File: src/rtl/hazard_scoreboard.sv
// Hazard-detection and operand-forwarding scoreboard between register read and
// the execute/memory/writeback stages; stalls issue only on unready results.
module hazard_scoreboard #(
  parameter int XLEN       = 32,
  parameter int RA_W       = 5,
  parameter int DEPTH      = 3,
  parameter int ALU_READY  = 0,
  parameter int LOAD_READY = 2,
  parameter bit FWD_EN     = 1'b1,
  parameter int SEL_W      = $clog2(DEPTH + 1)
) (
  input  logic                  clock,
  input  logic                  reset,
  input  logic                  issue_valid,
  output logic                  issue_ready,
  input  logic                  use_rs1,
  input  logic                  use_rs2,
  input  logic [RA_W-1:0]       rs1,
  input  logic [RA_W-1:0]       rs2,
  input  logic [RA_W-1:0]       rd,
  input  logic                  rd_we,
  input  logic                  is_load,
  input  logic                  hold,
  input  logic                  flush,
  input  logic [XLEN-1:0]       rf_rs1_val,
  input  logic [XLEN-1:0]       rf_rs2_val,
  input  logic [DEPTH*XLEN-1:0] stage_res,
  output logic [XLEN-1:0]       op1,
  output logic [XLEN-1:0]       op2,
  output logic [SEL_W-1:0]      fwd_sel1,
  output logic [SEL_W-1:0]      fwd_sel2,
  output logic [31:0]           stall_count
);

  typedef struct packed {
    logic            valid;
    logic [RA_W-1:0] rd;
    logic            we;
    logic            load;
  } entry_t;

  entry_t sb [DEPTH];

  logic [1:0]      use_src;
  logic [RA_W-1:0] src    [2];
  logic [XLEN-1:0] rf_val [2];
  logic [SEL_W-1:0] sel   [2];
  logic [XLEN-1:0] opv    [2];
  logic [1:0]      src_haz;
  logic            hazard;
  logic            accept;
  entry_t          new_entry;

  assign use_src   = {use_rs2, use_rs1};
  assign src[0]    = rs1;
  assign src[1]    = rs2;
  assign rf_val[0] = rf_rs1_val;
  assign rf_val[1] = rf_rs2_val;

  // NOTE: combinational logic uses blocking assignments and gives every output a
  // default before any conditional update, so no latch can be inferred.
  always_comb begin
    logic hit;
    logic hit_rdy;
    int   hit_idx;
    src_haz = '0;
    for (int n = 0; n < 2; n++) begin
      hit     = 1'b0;
      hit_rdy = 1'b0;
      hit_idx = 0;
      // Scan oldest to youngest so the youngest matching producer wins.
      for (int k = DEPTH - 1; k >= 0; k--) begin
        if (use_src[n] && (src[n] != '0) && sb[k].valid && sb[k].we &&
            (sb[k].rd == src[n])) begin
          hit     = 1'b1;
          hit_idx = k;
          hit_rdy = (k >= (sb[k].load ? LOAD_READY : ALU_READY));
        end
      end
      sel[n] = '0;
      opv[n] = rf_val[n];
      if (hit) begin
        if (FWD_EN && hit_rdy) begin
          sel[n] = SEL_W'(hit_idx + 1);
          opv[n] = stage_res[hit_idx*XLEN +: XLEN];
        end else begin
          src_haz[n] = 1'b1;
        end
      end
    end
  end

  assign hazard      = issue_valid && (|src_haz);
  assign issue_ready = !hold && !hazard;
  assign accept      = issue_valid && issue_ready && !flush;
  assign op1         = opv[0];
  assign op2         = opv[1];
  assign fwd_sel1    = sel[0];
  assign fwd_sel2    = sel[1];

  always_comb begin
    new_entry       = '0;
    new_entry.valid = accept;
    new_entry.rd    = rd;
    new_entry.we    = rd_we;
    new_entry.load  = is_load;
  end

  // NOTE: state uses non-blocking assignments, and every scoreboard entry is
  // reset because a stale valid bit would create a phantom hazard.
  always_ff @(posedge clock or negedge reset) begin
    if (!reset) begin
      for (int k = 0; k < DEPTH; k++) sb[k] <= '0;
      stall_count <= '0;
    end else begin
      if (!hold) begin
        for (int k = 1; k < DEPTH; k++) begin
          sb[k] <= sb[k-1];
          // A flushed stage-0 instruction is dropped instead of advancing.
          if (k == 1 && flush) sb[k].valid <= 1'b0;
        end
        sb[0] <= new_entry;
      end else if (flush) begin
        sb[0].valid <= 1'b0;
      end
      if (hazard && !hold && !flush && (stall_count != '1))
        stall_count <= stall_count + 32'd1;
    end
  end

endmodule

File: config.mk
export PLATFORM = sky130hd
export DESIGN_NAME = hazard_scoreboard
export DESIGN_NICKNAME = d
export VERILOG_FILES = /design/src/rtl/hazard_scoreboard.sv
export SDC_FILE = /design/constraint.sdc
export NUM_CORES = 1
export LEC_CHECK = 0
export ABC_AREA = 1
export BUFFER_PORTS_ARGS = -buffer_cell sky130_fd_sc_hd__buf_2
export CAP_MARGIN = 5
export CORE_ASPECT_RATIO = 0.5
export CORE_UTILIZATION = 35
export CTS_CLUSTER_DIAMETER = 100
export DETAILED_ROUTE_END_ITERATION = 6
export GPL_ROUTABILITY_DRIVEN = 0
export MAX_ROUTING_LAYER = met4
export SETUP_SLACK_MARGIN = 0.15
export SYNTH_ARGS = -nofsm -noshare
export SYNTH_HDL_FRONTEND = slang
export SYNTH_SLANG_ARGS = --single-unit
File: constraint.sdc
create_clock -name clock -period 4.2 [get_ports clock]
set_clock_uncertainty 0.1 [all_clocks]
set_input_delay 0.63 -clock clock [delete_from_list [all_inputs] [get_ports clock]]
set_output_delay 0.63 -clock clock [all_outputs]
set_load 0.005 [all_outputs]
==> results of run 1 <==
==> report_power, final <==
group / internal (mW) / total, mW / switching, mW
sequential: 0.552 / 0.575 / 0.0236
clock: 0.239 / 0.451 / 0.212
combinational: 0.158 / 0.361 / 0.203
total: 0.949 / 1.39 / 0.439
==> layout make-up <==
| class | instances | area (sq um) |
|---|---|---|
| Timing Repair Buffer | 296 | 1520 |
| Antenna cell | 2 | 5.00 |
| Fill cell | 1727 | 8260 |
| Clock inverter | 2 | 16.3 |
| Clock buffer | 6 | 139 |
| Multi-Input combinational cell | 827 | 3840 |
| Inverter | 80 | 300 |
| Tap cell | 221 | 277 |
| Sequential cell | 55 | 1380 |
==> sequential cells by signal, summed over array words and instances, names as in the netlist <==
| register | cells |
|---|---|
| stall_count | 32 |
| sb | 23 |
==> per-layer routing <==
layer | part of all wire [%] | vias up | track usage (%)
li1 | - | 3834 | -
met1 | 45 | 3461 | 33.2
met2 | 49 | 234 | 44.8
met3 | 4.5 | 35 | 1.38
met4 | 1.9 | 0 | 6.67
met5 | 0 | - | -
==> Yosys cell counts <==
| library cell | count | area (sq um) |
|---|---|---|
| xor2_1 | 12 | 105 |
| a31oi_1 | 1 | 6.26 |
| nand3_1 | 85 | 425 |
| dfrtp_1 | 55 | 1380 |
| a21oi_2 | 1 | 8.76 |
| nand4_1 | 60 | 375 |
| buf_4 | 7 | 52.6 |
| clkbuf_1 | 28 | 105 |
| nand2_2 | 1 | 6.26 |
| nand2_1 | 410 | 1540 |
| nand4_4 | 1 | 21.3 |
| nand4_2 | 1 | 12.5 |
| inv_1 | 65 | 244 |
| nor2_1 | 56 | 210 |
| nand3_4 | 1 | 17.5 |
| buf_1 | 1 | 3.75 |
| inv_2 | 15 | 56.3 |
| nor3_1 | 14 | 70.1 |
| ha_1 | 1 | 12.5 |
| a21oi_1 | 6 | 30.0 |
| nor2_4 | 3 | 33.8 |
| nor2_2 | 5 | 31.3 |
| o21ai_0 | 95 | 475 |
| nor4_1 | 4 | 25.0 |
| o21ai_1 | 54 | 270 |
| buf_6 | 1 | 11.3 |
| o211ai_2 | 1 | 12.5 |
| nand2_4 | 1 | 11.3 |
| nand3_2 | 4 | 40.0 |
| buf_2 | 19 | 95.1 |
| o21ai_2 | 1 | 8.76 |
| nor3b_1 | 1 | 7.51 |
| nor3_2 | 2 | 20.0 |
| o211ai_1 | 2 | 15.0 |
| xnor2_1 | 4 | 35.0 |
==> per-stage QoR <==
stage | std cells | hold WS (ps)
floorplan | 1018 | 234
global route | 1489 | 370
finish | 1489 | 300
global placement | 1479 | 361
CTS | 1487 | 333
detailed placement | 1479 | 363
==> final timing paths <==
| kind | slack (ps) | startpoint | depth (start not counted) | to |
|---|---|---|---|---|
| setup / recovery | 650 | rs1[0] | 14 | op1[8] |
| hold / removal | 300 | reset | 1 | stall_count[23] |
| setup reg to reg | 1410 | stall_count[0] | 9 | stall_count[4] |
| hold reg to reg | 380 | sb[1] | 2 | sb[1] |
| max in group asynchronous | 2870 | reset | 2 | sb[21] |
| min in group clock | 380 | sb[1] | 2 | sb[1] |
==> worst reg2reg max path: cells and delay by family (launching register included) <==
| family | cells | cell delay [ps] |
|---|---|---|
| fa+ha+maj | 1 | 220 |
| flops | 1 | 400 |
| simple gates | 8 | 2020 |
==> cells by family after synthesis <==
kind of cell | share of synthesized area [%]
AOI/OAI and AO/OA | 14.3
xor gates and xnor gates | 2.43
adders and majority gates | 0.217
buffers and inverters | 9.84
DFF | 23.9
and+or+nand+nor | 49.3
==> flow_metrics.py, run 1 <==
metrics = {
    "run_status": {
        "status": "finished with violations",
        "violations": "design-rule violations",
    },
    "floorplan": {
        "fp.dieArea_sq_mm": 0.0170,
        "dieHeight_microns": 92.8,
        "coreArea_sq_mm": 0.0157,
        "initial_utilization_pct": 36.7,
        "ios": 285,
        "std_cell_rows": 32,
        "fp.dieW_microns": 184,
    },
    "worst_setup_path": {
        "end_kind": "primary output",
        "crit_path_max_fanout": 37,
        "worstSetupStartpointType": "input port",
        "crit_type": "in2out",
        "slowest_stage": "inv_2",
        "max_stage_delay_ps": 440,
        "path_buf_inv": 5,
        "arrival_ps": 2820,
        "cp.required_ps": 3470,
        "crit_family": "buffers and inverters",
        "cpMostUsedCell": "nand2_1",
        "path_cells": "buf_2, nor2_1, nand3_1, nand2_1, inv_2, nand3_1, nand2_1, nor2_1, nor3_2, inv_2, buf_4, nand2_1, o21ai_1, buf_2",
    },
    "synthesis": {
        "ys.warnings.count": 0,
        "seq_area_frac_synth_pct": 23.9,
        "syn-cell-area_sq_mm": 0.00577,
        "syn_avg_cell_area_sq_um": 5.67,
        "synth.distinct_cells": 35,
        "syn-num-nets": 1203,
        "ys_ff_latch": 55,
        "synthCells": 1018,
    },
    "routing": {
        "dr.pass1.iters": 7,
        "postRouteAntennaNets": 0,
        "viasPerCell": 5.08,
        "num_vias": 7564,
        "first_iter_violations": 428,
        "wire_per_inst_microns": 14.9,
        "drc": 1,
        "drt-total-wl_mm": 22.1,
    },
    "power_and_ir_drop": {
        "leakage_nw": 4.22,
        "irDropWorstVdd_mv": 0.141,
        "total_power_mw": 1.39,
        "powerDensity_mw_per_mm2": 186,
    },
    "clock_tree": {
        "postCtsSetupBuffers": 0,
        "cts_resized": 0,
        "clockBufferDepth": 2,
        "clock_sinks": 55,
        "clk_latency_ps": 300,
        "cts_tree": "done",
        "cts.hold.buffers_added": 0,
        "numCtsBuffers": 5,
        "cts.clk_slew.worst_paths_ps": 80,
        "htreeDepth": 2,
        "clockRootBuffer": "clkbuf_16",
    },
    "placement": {
        "io_buffers": 284,
        "place_area_sq_mm": 0.00731,
        "place.detailed.hpwl_mm": 17.1,
        "dp_slack_ps": 703,
    },
    "sta": {
        "setup_viol": 0,
        "hold_violations": 0,
        "setup_slack_ps": 646,
        "max_slew_margin_pct": 44.5,
        "fin_tns_setup_ps": 0,
        "tightest_slew_ps": 831,
        "finalCriticalPeriod_ps": 3550,
        "period_share_pct": 84.6,
        "rsz0062_at_grt": "no",
        "max_freq_ghz": 0.281,
        "drv_slew": 0,
    },
    "final_layout": {
        "drive_gt1_share_pct": 27.1,
        "final_area_sq_mm": 0.00747,
        "final_common_cell": "nand2_1",
        "mostFrequentLayoutCells": "nand2_1 (410), buf_2 (284), o21ai_0 (95)",
        "utilization_pct": 47.5,
        "nets": 1450,
        "areaGrowthSynthToFinish_pct": 29.5,
    },
    "global_route": {
        "grt_overflow_total": 0,
        "track_usage_pct": 25.9,
        "grt_first_pass_wirelength_mm": 34.8,
        "antenna_found_initial": 2,
        "grt_max_degree": 49,
        "grt_pass1_vias": 6927,
    },
    "worst_hold_path": {
        "hold_class": "in2async",
    },
    "flow_run": {
        "maxCapViolCount": 0,
    },
}
(Power assumes the default switching activity.)
==> inputs of run 2 (changes only) <==
--- a/config.mk
+++ b/config.mk
@@ -5,7 +5,7 @@
 export SDC_FILE = /design/constraint.sdc
 export NUM_CORES = 1
 export LEC_CHECK = 0
-export ABC_AREA = 1
+export ABC_AREA = 0
 export BUFFER_PORTS_ARGS = -buffer_cell sky130_fd_sc_hd__buf_2
 export CAP_MARGIN = 5
 export CORE_ASPECT_RATIO = 0.5
@@ -14,6 +14,7 @@
 export DETAILED_ROUTE_END_ITERATION = 6
 export GPL_ROUTABILITY_DRIVEN = 0
 export MAX_ROUTING_LAYER = met4
+export PLACE_DENSITY = 0.66
 export SETUP_SLACK_MARGIN = 0.15
 export SYNTH_ARGS = -nofsm -noshare
 export SYNTH_HDL_FRONTEND = slang
==> constraint.sdc (replaced) <==
create_clock -name clock -period 3.6 [get_ports clock]
set_clock_uncertainty 0.1 [all_clocks]
set_input_delay 0.54 -clock clock [delete_from_list [all_inputs] [get_ports clock]]
set_output_delay 0.54 -clock clock [all_outputs]
set_load 0.005 [all_outputs]
==> run 2 against run 1 <==
Synthesized area fell by 16%. Die area fell by 15%. The run now ends clean. Routed wire length down 18%. Combinational power up 4%. Sequential share of layout area up 1.8 points. Worst setup slack lost 480 ps. Flip-flop and latch count is the same. Non-clock buffer count increased by 20. Register-to-register slack lost 740 ps. Total power up 12%. Cell area fell by 8.7%.
==> flow_metrics.py, run 2 <==
metrics = {
    "synthesis": {
        "yosysMostFrequentCell": "nor2_1",
        "async_flop_share_pct": 100,
        "syn_avg_cell_area_sq_um": 8.24,
        "synthCells": 591,
        "netlist.top_cell.by_area": "dfrtp_1",
        "seq_area_frac_synth_pct": 28.3,
        "synthTopCellsByCount": "nor2_1 (79), a211oi_1 (64), a21o_1 (64), o22ai_1 (64), dfrtp_1 (55)",
        "synth.distinct_cells": 42,
        "ys.warnings.count": 0,
        "ys_ff_latch": 55,
        "synth_top_area_share_pct": 28.3,
        "syn-cell-area_sq_mm": 0.00487,
        "syn-num-nets": 776,
        "ys.flop_type": "dfrtp_1",
        "synth_edf_count": 0,
        "synthTopCellsByArea": "dfrtp_1 (28%), a211oi_1 (9.9%), a21o_1 (9.9%)",
    },
    "sta": {
        "finalCriticalPeriod_ps": 3440,
        "drv_slew": 0,
        "tightest_slew_ps": 714,
        "max_freq_ghz": 0.291,
        "rsz0062_at_grt": "yes",
        "period_share_pct": 95.5,
        "max_slew_margin_pct": 52.4,
        "setup_viol": 0,
        "hold_ws_ps": 194,
        "fin_tns_setup_ps": 0,
        "hold_violations": 0,
    },
    "worst_setup_path": {
        "crit_path_max_fanout": 32,
        "crit_type": "in2out",
        "end_kind": "primary output",
        "arrival_ps": 2800,
        "worstSetupStartpointType": "input port",
        "cp.required_ps": 2960,
    },
    "routing": {
        "num_vias": 5797,
        "viasPerCell": 5.47,
        "postRouteAntennaNets": 0,
        "drc": 0,
        "dr.pass1.iters": 5,
        "first_iter_violations": 326,
        "drt-total-wl_mm": 18.1,
        "wire_per_inst_microns": 17.1,
    },
    "final_layout": {
        "nets": 1050,
        "regMostFlops": "stall_count",
        "final_area_sq_mm": 0.00682,
        "areaGrowthSynthToFinish_pct": 40.1,
        "ff_latch_area_sq_mm": 0.00138,
        "num-fill-cells": 1338,
        "top_regs": "stall_count x32, sb x23",
        "utilization_pct": 50.4,
        "mostFrequentLayoutCells": "buf_2 (284), nor2_1 (79), o22ai_1 (64), a21o_1 (64), a211oi_1 (61)",
        "final_common_cell": "buf_2",
        "largest_reg_flops": 32,
        "drive_gt1_share_pct": 42.7,
        "multi_input_area_sq_mm": 0.00331,
    },
    "floorplan": {
        "dieHeight_microns": 85.4,
        "coreArea_sq_mm": 0.0136,
        "fp.dieW_microns": 169,
        "std_cell_rows": 30,
        "initial_utilization_pct": 35.9,
        "ios": 285,
        "fp.dieArea_sq_mm": 0.0144,
    },
    "global_route": {
        "track_usage_pct": 24.4,
        "antenna_found_initial": 1,
        "grt_max_degree": 37,
        "grt_pass1_vias": 5431,
        "grt_first_pass_wirelength_mm": 27.5,
        "grt_overflow_total": 0,
    },
    "power_and_ir_drop": {
        "comb_power_share_pct": 24.2,
        "intPower_mw": 1.13,
        "clock_power_share_pct": 30.8,
        "switchingPower_uw": 426,
        "seq_power_share_pct": 45.0,
        "powerDensity_mw_per_mm2": 228,
        "irDropWorstVdd_mv": 0.182,
        "swShare_pct": 27.4,
        "leakage_nw": 3.47,
    },
    "clock_tree": {
        "clockRootBuffer": "clkbuf_16",
        "cts_tree": "done",
        "htreeDepth": 2,
        "clk_latency_ps": 290,
        "cts.clk_slew.worst_paths_ps": 70,
        "clockBufferDepth": 2,
        "clock_sinks": 55,
        "numCtsBuffers": 5,
    },
    "flow_run": {
        "maxCapViolCount": 0,
    },
    "placement": {
        "place.detailed.hpwl_mm": 13.6,
        "place_area_sq_mm": 0.00655,
        "io_buffers": 284,
    },
    "worst_hold_path": {
        "hold_class": "in2async",
    },
    "run_status": {
        "status": "completed",
    },
}
==> run 2: cell types whose count changed in the layout (fill, tap and decap cells not counted), moves of 61 or more <==
cell,change
nand3_1,-69
o22ai_1,+64
a211oi_1,+61
a21o_1,+64
inv_1,-61
nand2_1,-382
o21ai_0,-91
==> run 2: cell families after synthesis <==
group                    after synthesis  synth area share [%]
AO/OA/AOI/OAI                        211                  30.9
AND/OR/NAND/NOR                      190                  19.9
XOR/XNOR                              60                  10.8
flip-flops                            55                  28.3
buffers and inverters                 52                  4.83
multiplexers                          22                  5.09
adder cells (fa/ha/maj)                1                 0.257
==> run 2: path summary, 6_finish.rpt <==
check                      slack (ps)               to  cells after the start             from
min in group clock                320           sb[23]                      2            flush
setup reg to reg                  670  stall_count[26]                      8           sb[19]
max in group asynchronous        2410   stall_count[0]                      2            reset
setup / recovery                  160          op2[22]                      9           rs2[1]
hold reg to reg                   390  stall_count[27]                      1  stall_count[27]
hold / removal                    190  stall_count[17]                      1            reset
==> run 2: power by group through the flow <==
stage,clock (mW),combinational [mW],sequential [mW]
6_report,0.479,0.376,0.699
2_1_floorplan,0,0.179,0.695
5_1_grt,0.513,0.414,0.704
3_5_place_dp,0,0.371,0.710
4_1_cts,0.491,0.373,0.698
3_3_place_gp,0,0.364,0.708
==> run 2: stage by stage <==
step                      setup slack (ps)  total power, mW  instances
after floorplan                        516            0.874        591
after global placement                 186             1.07       1044
after detailed placement               127             1.08       1044
after CTS                              151             1.56       1052
after global routing                  69.9             1.63       1059
final                                  162             1.55       1059
==> run 2: layout make-up <==
class                      count  area share, %
clock inverter                 2          0.238
tap                          192           3.52
multi-input combinational    484           48.5
clock buffer                   6           1.89
sequential                    55           20.2
timing repair buffer         316           25.5
antenna                        1         0.0367
inverter                       3          0.165
==> run 2: critical path, cell delays in order <==
cell and delay [ps]:
buf_2 130, or4_1 530, o21ai_2 240, or3_1 170
buf_4 350, o22ai_1 130, a211oi_1 440, a21o_1 130
buf_2 100
==> run 2: timing repair <==
| item | 4_1_cts | 5_1_grt |
|---|---|---|
| buffers inserted | 0 | 4 |
| resized for setup | 1 | 13 |
| pin swaps | 0 | 2 |
| cloned | 0 | 2 |
| endpoints found under the setup margin | 9 | 53 |
| hold buffers | 0 | 0 |
==> run 2: routing by layer <==
layer	share of wire [%]	up-vias	track usage [%]	routed length, microns
met5	0	-	-	0
met4	2.1	0	5.70	379
met3	5.9	39	2.38	1080
met2	48	241	41.5	8740
met1	44	2741	31.5	7910
li1	-	2776	-	-
